<file path="config.mk">
export PLATFORM = sky130hd
export DESIGN_NAME = mult_div_unit
export DESIGN_NICKNAME = d
export VERILOG_FILES = /design/src/rtl/mult_div_unit.sv
export SDC_FILE = /design/constraint.sdc
export NUM_CORES = 1
export LEC_CHECK = 0
export ABC_CLOCK_PERIOD_IN_PS = 20000
export CAP_MARGIN = 10
export CORE_AREA = 2 2 230 232
export DETAILED_ROUTE_END_ITERATION = 8
export DIE_AREA = 0 0 232 234
export GPL_ROUTABILITY_DRIVEN = 0
export MAX_ROUTING_LAYER = met4
export SYNTH_ARGS = -nofsm -noshare
export SYNTH_HDL_FRONTEND = slang
export SYNTH_SLANG_ARGS = --single-unit
</file>
<file path="constraint.sdc">
create_clock -name clk -period 20 [get_ports clk]
set_input_delay 3 -clock clk [delete_from_list [all_inputs] [get_ports clk]]
set_output_delay 3 -clock clk [all_outputs]
set_load 0.02 [all_outputs]
</file>
<file path="src/rtl/mult_div_unit.sv">
// Iterative HI/LO multiply/divide unit: 32-cycle shift-add multiply and restoring
// divide on operand magnitudes, followed by one sign-fix cycle that writes HI/LO.
module mult_div_unit #(
    parameter int WIDTH = 32
) (
    input  logic             clk,
    input  logic             rst,
    input  logic             start,
    input  logic [2:0]       op,
    input  logic [WIDTH-1:0] rs_data,
    input  logic [WIDTH-1:0] rt_data,
    input  logic             cancel,
    output logic             busy,
    output logic             done,
    output logic [WIDTH-1:0] hi,
    output logic [WIDTH-1:0] lo
);
    localparam int CW = $clog2(WIDTH);

    typedef enum logic [1:0] {
        IDLE = 2'd0,
        RUN  = 2'd1,
        FIX  = 2'd2
    } state_t;

    state_t state, state_next;

    logic [CW-1:0]      count;
    logic [2*WIDTH-1:0] acc;
    logic [WIDTH-1:0]   operand_b;
    logic [WIDTH-1:0]   dividend_orig;
    logic               is_div;
    logic               neg_res;
    logic               neg_rem;
    logic               div_zero;

    logic               accept;
    logic               signed_op;
    logic               sign_a;
    logic               sign_b;
    logic [WIDTH-1:0]   mag_a;
    logic [WIDTH-1:0]   mag_b;
    logic [WIDTH:0]     add_sum;
    logic [WIDTH:0]     sub_diff;
    logic [2*WIDTH-1:0] mul_next;
    logic [2*WIDTH-1:0] div_next;
    logic [2*WIDTH-1:0] product;
    logic [WIDTH-1:0]   quotient;
    logic [WIDTH-1:0]   remainder;

    assign accept    = (state == IDLE) && start;
    assign signed_op = ~op[0];
    assign sign_a    = signed_op & rs_data[WIDTH-1];
    assign sign_b    = signed_op & rt_data[WIDTH-1];
    assign mag_a     = sign_a ? (~rs_data + 1'b1) : rs_data;
    assign mag_b     = sign_b ? (~rt_data + 1'b1) : rt_data;

    // One iteration of each algorithm; acc holds {partial, multiplier/dividend bits}.
    always_comb begin
        add_sum  = {1'b0, acc[2*WIDTH-1:WIDTH]} + {1'b0, operand_b};
        sub_diff = acc[2*WIDTH-1:WIDTH-1] - {1'b0, operand_b};
        mul_next = acc[0] ? {add_sum, acc[WIDTH-1:1]} : {1'b0, acc[2*WIDTH-1:1]};
        div_next = sub_diff[WIDTH] ? {acc[2*WIDTH-2:0], 1'b0}
                                   : {sub_diff[WIDTH-1:0], acc[WIDTH-2:0], 1'b1};
    end

    always_comb begin
        product   = neg_res ? (~acc + 1'b1) : acc;
        quotient  = neg_res ? (~acc[WIDTH-1:0] + 1'b1) : acc[WIDTH-1:0];
        remainder = neg_rem ? (~acc[2*WIDTH-1:WIDTH] + 1'b1) : acc[2*WIDTH-1:WIDTH];
    end

    always_ff @(posedge clk or posedge rst) begin
        if (rst) state <= IDLE;
        else     state <= state_next;
    end

    always_comb begin
        state_next = state;
        case (state)
            IDLE:    if (accept && !op[2]) state_next = RUN;
            RUN:     if (cancel) state_next = IDLE;
                     else if (count == '0) state_next = FIX;
            FIX:     state_next = IDLE;
            default: state_next = IDLE;
        endcase
    end

    always_comb begin
        busy = (state != IDLE);
    end

    always_ff @(posedge clk or posedge rst) begin
        if (rst) begin
            count         <= '0;
            acc           <= '0;
            operand_b     <= '0;
            dividend_orig <= '0;
            is_div        <= 1'b0;
            neg_res       <= 1'b0;
            neg_rem       <= 1'b0;
            div_zero      <= 1'b0;
            done          <= 1'b0;
            hi            <= '0;
            lo            <= '0;
        end else begin
            done <= 1'b0;
            case (state)
                IDLE: begin
                    if (accept) begin
                        case (op)
                            3'b000, 3'b001, 3'b010, 3'b011: begin
                                count         <= CW'(WIDTH - 1);
                                acc           <= {{WIDTH{1'b0}}, mag_a};
                                operand_b     <= mag_b;
                                dividend_orig <= rs_data;
                                is_div        <= op[1];
                                neg_res       <= sign_a ^ sign_b;
                                neg_rem       <= sign_a;
                                div_zero      <= (rt_data == '0);
                            end
                            3'b100:  hi <= rs_data;
                            3'b101:  lo <= rs_data;
                            default: ;
                        endcase
                    end
                end
                RUN: begin
                    if (!cancel) begin
                        acc   <= is_div ? div_next : mul_next;
                        count <= count - 1'b1;
                    end
                end
                FIX: begin
                    if (!cancel) begin
                        done <= 1'b1;
                        if (!is_div) begin
                            {hi, lo} <= product;
                        end else if (div_zero) begin
                            lo <= '1;
                            hi <= dividend_orig;
                        end else begin
                            lo <= quotient;
                            hi <= remainder;
                        end
                    end
                end
                default: ;
            endcase
        end
    end
endmodule
</file>
# Yosys cells after proc, flatten, opt, wreduce, memory -nomap -nowiden
# Cells that the tools add are included.
# word_totals
out_inout_bits	66
input_bits	71
elab_cells	94
regBits	204
# op_classes
bitwise	9
n_addsub	8
mux	34
reduce_logical	16
n_eq_ne	15
# ops
op	count
2-to-1 mux 32 bit	14
2-to-1 mux 64 bit	7
adder 32 x 1 -> 32 bit (second input constant)	4
inverter 32 bit	4
one-hot mux 32 bit (2 select lines)	2
one-hot mux 64 bit (2 select lines)	1
adder 64 x 1 -> 64 bit (second input constant)	1
inverter 64 bit	1
adder 32 x 32 -> 33 bit	1
subtractor 33 x 32 -> 33 bit	1
logical NOT 32 bit	1
2-to-1 mux 5 bit	3
AND reduction 4 bit	3
one-hot mux 5 bit (2 select lines)	1
inequality test 2 x 1 -> 1 bit (second input constant)	4
== test 3 x 2 -> 1 bit (second input constant)	2
== test 3 bit (second input constant)	2
2-to-1 mux 2 bit	3
inequality test 2 bit (second input constant)	3
nonzero test 2 bit	3
logical NOT 5 bit	1
subtractor 5 x 1 -> 5 bit (second input constant)	1
one-hot mux 2 bit (2 select lines)	1
OR reduction 4 bit	1
other kinds (14)	17

# Longest topological paths before layout
# depth
ltp_word	7
ltp_mapped	15
depth_no_buf	13

# Worst setup path before layout
# OpenSTA, ideal clock, no wires.
# synth_timing
path_kind	input-to-reg
from	input rs_data[10]
to	register acc[29]
n_path_buf	1
cell_stages	10
setup_ps	129
required_ps	19871
arrival_time_ps	5197
path_slack_ps	14674
cell_sequence	clkbuf_1 -> or4_1 -> nor4_1 -> nand2_1 -> or2_1 -> nor3_1 -> nand2_1 -> o41ai_1 -> xor2_1 -> o21ai_1
# synth_between
elab_chain_len	6
# synth_rtl
element	line	text
from (decl)	10	input logic [WIDTH-1:0] rs_data,
inverter 32 bit	55	assign mag_a = sign_a ? (~rs_data + 1'b1) : rs_data;
adder 32 x 1 -> 32 bit	55	
2-to-1 mux 32 bit	55	
2-to-1 mux 64 bit	111	case (op)
2-to-1 mux 64 bit	110	if (accept) begin
one-hot mux 64 bit (2 select lines)	108	case (state)
to (signal assigned)	114	acc <= {{WIDTH{1'b0}}, mag_a};
to (signal assigned)	130	acc <= is_div ? div_next : mul_next;
to (decl)	29	logic [2*WIDTH-1:0] acc;
# No other way between the ends. The select of a mux whose other input is x is not followed.
# A chain may end at the register's enable or synchronous reset.

# Worst setup path after layout
# Same ends and word-level chain as after synthesis.

==> results_dict.tcl <==
set metrics [dict create \
    end_kind "register" \
    maxSlewHeadroom_pct 29.4 \
    fin_area_sq_um 19500 \
    path_cells "clkdlybuf4s50_1, or4_1, nor4_1, nand2_1, or2_1, nor3_1, nand2_1, o41ai_1, xor2_1, o21ai_1" \
    path_clk_slew_ps 60 \
    yosys.area_share.adder_pct 5.43 \
    crit_path_max_fanout 7 \
    wirelength_um 56300 \
    layout-drive-gt1-share_pct 4.75 \
    grt_pass1_vias 15121 \
    crit_required_ps 20400 \
    finalPower_mw 2.80 \
    rsz0062_at_grt "no" \
    post_cts_buffers 0 \
    fin_nets 2315 \
    hold_buffers 0 \
    critPathKind "in -> reg" \
    row_count 84 \
    ctsResizeCount 0 \
    rr_worst_depth 12 \
    synth_top_area_share_pct 30.3 \
    p_per_area_nw_per_um2 144 \
    crit_top_cell "nand2_1" \
    leakage_nw 8.09 \
    synth_simple_gate_area_share_pct 19.5 \
    htreeDepth 1 \
    cts_sinks 204 \
    cp_top_family "simple AND/OR/NAND/NOR gates" \
    synth_nets 2307 \
    synth_area_sq_um 16900 \
    fmax_mhz 176 \
    cts_buffer_depth 3 \
    vias_per_cell 5.56 \
    ys_types 82 \
    die_x_um 232 \
    routedWlPerCell_um 19.6 \
    cp_slowest_stage_delay_ps 660 \
    antenna_cells 0 \
    finalHoldViolations 0 \
    path_depth 10 \
    synth-edff-count 0 \
    drt_drc_violations_left 0 \
    grt_overflow 0 \
    synth.most_common_cell "nand2_1" \
    ant_nets 0 \
    maxCapViolCount 0 \
    die_h_um 234 \
    initial_core_util_pct 32.4 \
    setup_tns_ps 0 \
    ys.warnings.count 0 \
    multi_input_area_sq_um 10800 \
    slew_violations 0 \
    nFillCells 5392 \
    io_buffers 136 \
    num_io_pins 137 \
    fin_crit_ps 5690 \
    coreArea_sq_um 52000 \
    ys.flop_type "dfrtp_1" \
    synth-seq-area-share_pct 30.3 \
    grt_max_degree 94 \
    cts_buffers 26 \
    cts_tree "built" \
    crit_buf_inv 1 \
    worst_pin_slew_ps 1060 \
    synthArstFlopShare_pct 100 \
    root_buffer "clkbuf_16" \
    drtIter0Drc 1421 \
    status "completed" \
    synth_common_cells "372 x nand2_1, 222 x o21ai_0, 204 x dfrtp_1" \
    ir_worst_vdd_uv 69.8 \
    synth-compound-area-share_pct 23.4 \
    ys_top_cells_by_area "dfrtp_1 30%, nand2_1 8.3%, xnor2_1 7.0%" \
    num_vias 16014 \
    cp.arrival_ps 6090 \
    synth_top_family_by_area "compound AO/OA/AOI/OAI gates" \
    worst_setup_path_start_kind "primary input" \
    dr.pass1.iters 8 \
    grt_pass1_wl_um 87900 \
    grtUsageTotal_pct 21.0 \
    dieArea_sq_um 54300 \
    area_growth_pct 15.4 \
    synth_top_cell_by_area "dfrtp_1" \
    crit_path_top_delay_cell "or4_1" \
    fin_skew_ps 36.1 \
    synth-seq-cells 204 \
    period_share_pct 28.5 \
    synthXorXnorAreaFrac_pct 10.5 \
    holdPathStages 2 \
    finalSetupViolations 0 \
    antenna_found_initial 1 \
    clkLatencyLatePin_ps 570 \
    place_hpwl_um 40900 \
    place_area_sq_um 18600 \
    synth_cells 2164 \
    hp-class "reg -> reg" \
    syn_area_per_cell_sq_um 7.79 \
    seq_area_sq_um 5110 \
    muxShareOfSynthArea_pct 5.18 \
    fin_util_pct 37.4 \
]
[path summary, 6_finish.rpt]
check	start	to	slack, ps
setup reg to reg	acc[46]$_DFFE_PP0P_	acc[46]$_DFFE_PP0P_	15590
hold reg to reg	lo[7]$_DFFE_PP0P_	lo[7]$_DFFE_PP0P_	470
setup / recovery	rs_data[10]	acc[29]$_DFFE_PP0P_	14310
hold / removal	lo[7]$_DFFE_PP0P_	lo[7]$_DFFE_PP0P_	470
min in group asynchronous	rst	lo[29]$_DFFE_PP0P_	2900
max in group asynchronous	rst	hi[30]$_DFFE_PP0P_	15690
[worst register-to-register path: cells and delay by family (launching register included)]
family / cells / cell delay (ps)
multiplexers: 1 / 440
AND/OR/NAND/NOR: 2 / 390
flip-flops: 1 / 710
adder cells (fa/ha/maj): 1 / 420
buffers and inverters: 1 / 520
AO/OA/AOI/OAI: 7 / 1800
[stage by stage]
step	worst slack, ps	hold slack (ps)	cells
finish	14310	474	2879
global route	13990	497	2879
CTS	14380	479	2879
detailed placement	13810	463	2832
global placement	13810	461	2832
floorplan	11430	445	2164
[layout make-up]
type	count	share of cell area (%)
sequential	204	26.3
tap	688	4.42
clock buffer	32	3.56
multi-input combinational	1715	55.6
inverter	71	1.41
clock inverter	15	1.02
timing repair buffer	154	7.69
[logic make-up after synthesis]
kind of cell    after synthesis
compound gates              636
mux                          87
simple gates                718
xor+xnor                    202
flops                       204
buf+inv                     245
fa+ha+maj                    72
[routing by layer]
layer	wire [um]	GRT usage, %	part of all wire [%]
met5	0	-	0
met4	2360	8.25	4.2
met3	4110	2.64	7.3
met2	24400	31.6	43
met1	25400	28.6	45
[registers in the layout (all words and copies together), names as in the netlist]
name           cells
div_zero           1
state              2
done               1
dividend_orig     32
hi                32
is_div             1
neg_rem            1
acc               64
lo                32
operand_b         32
count              5
neg_res            1
[power breakdown]
| part | switching, mW | leakage, nW | internal, mW |
|---|---|---|---|
| Sequential | 0.223 | 2.53 | 0.526 |
| Combinational | 0.883 | 5.12 | 0.667 |
| Clock | 0.203 | 0.437 | 0.299 |
[placed cells by master (no fill, tap or decap), types with 9 or more instances in the layout]
cell type,instances
nand3_1,27
a21o_1,29
nor2b_1,18
mux2i_1,85
nor3_1,36
o41ai_1,12
and3_1,10
o21ai_1,21
o22ai_1,37
xnor2_1,134
o221ai_1,10
or3_1,19
buf_4,18
ha_1,70
a21oi_1,132
o21ai_0,222
or4_1,12
o31ai_1,28
clkdlybuf4s50_1,136
inv_1,70
nor4_1,9
dfrtp_1,201
nand2_1,372
nand2b_1,21
nand4_1,13
a31oi_1,15
a211oi_1,27
xor2_1,68
clkbuf_16,26
o211ai_1,31
nor2_1,129
Power figures use the tool's default switching activity.
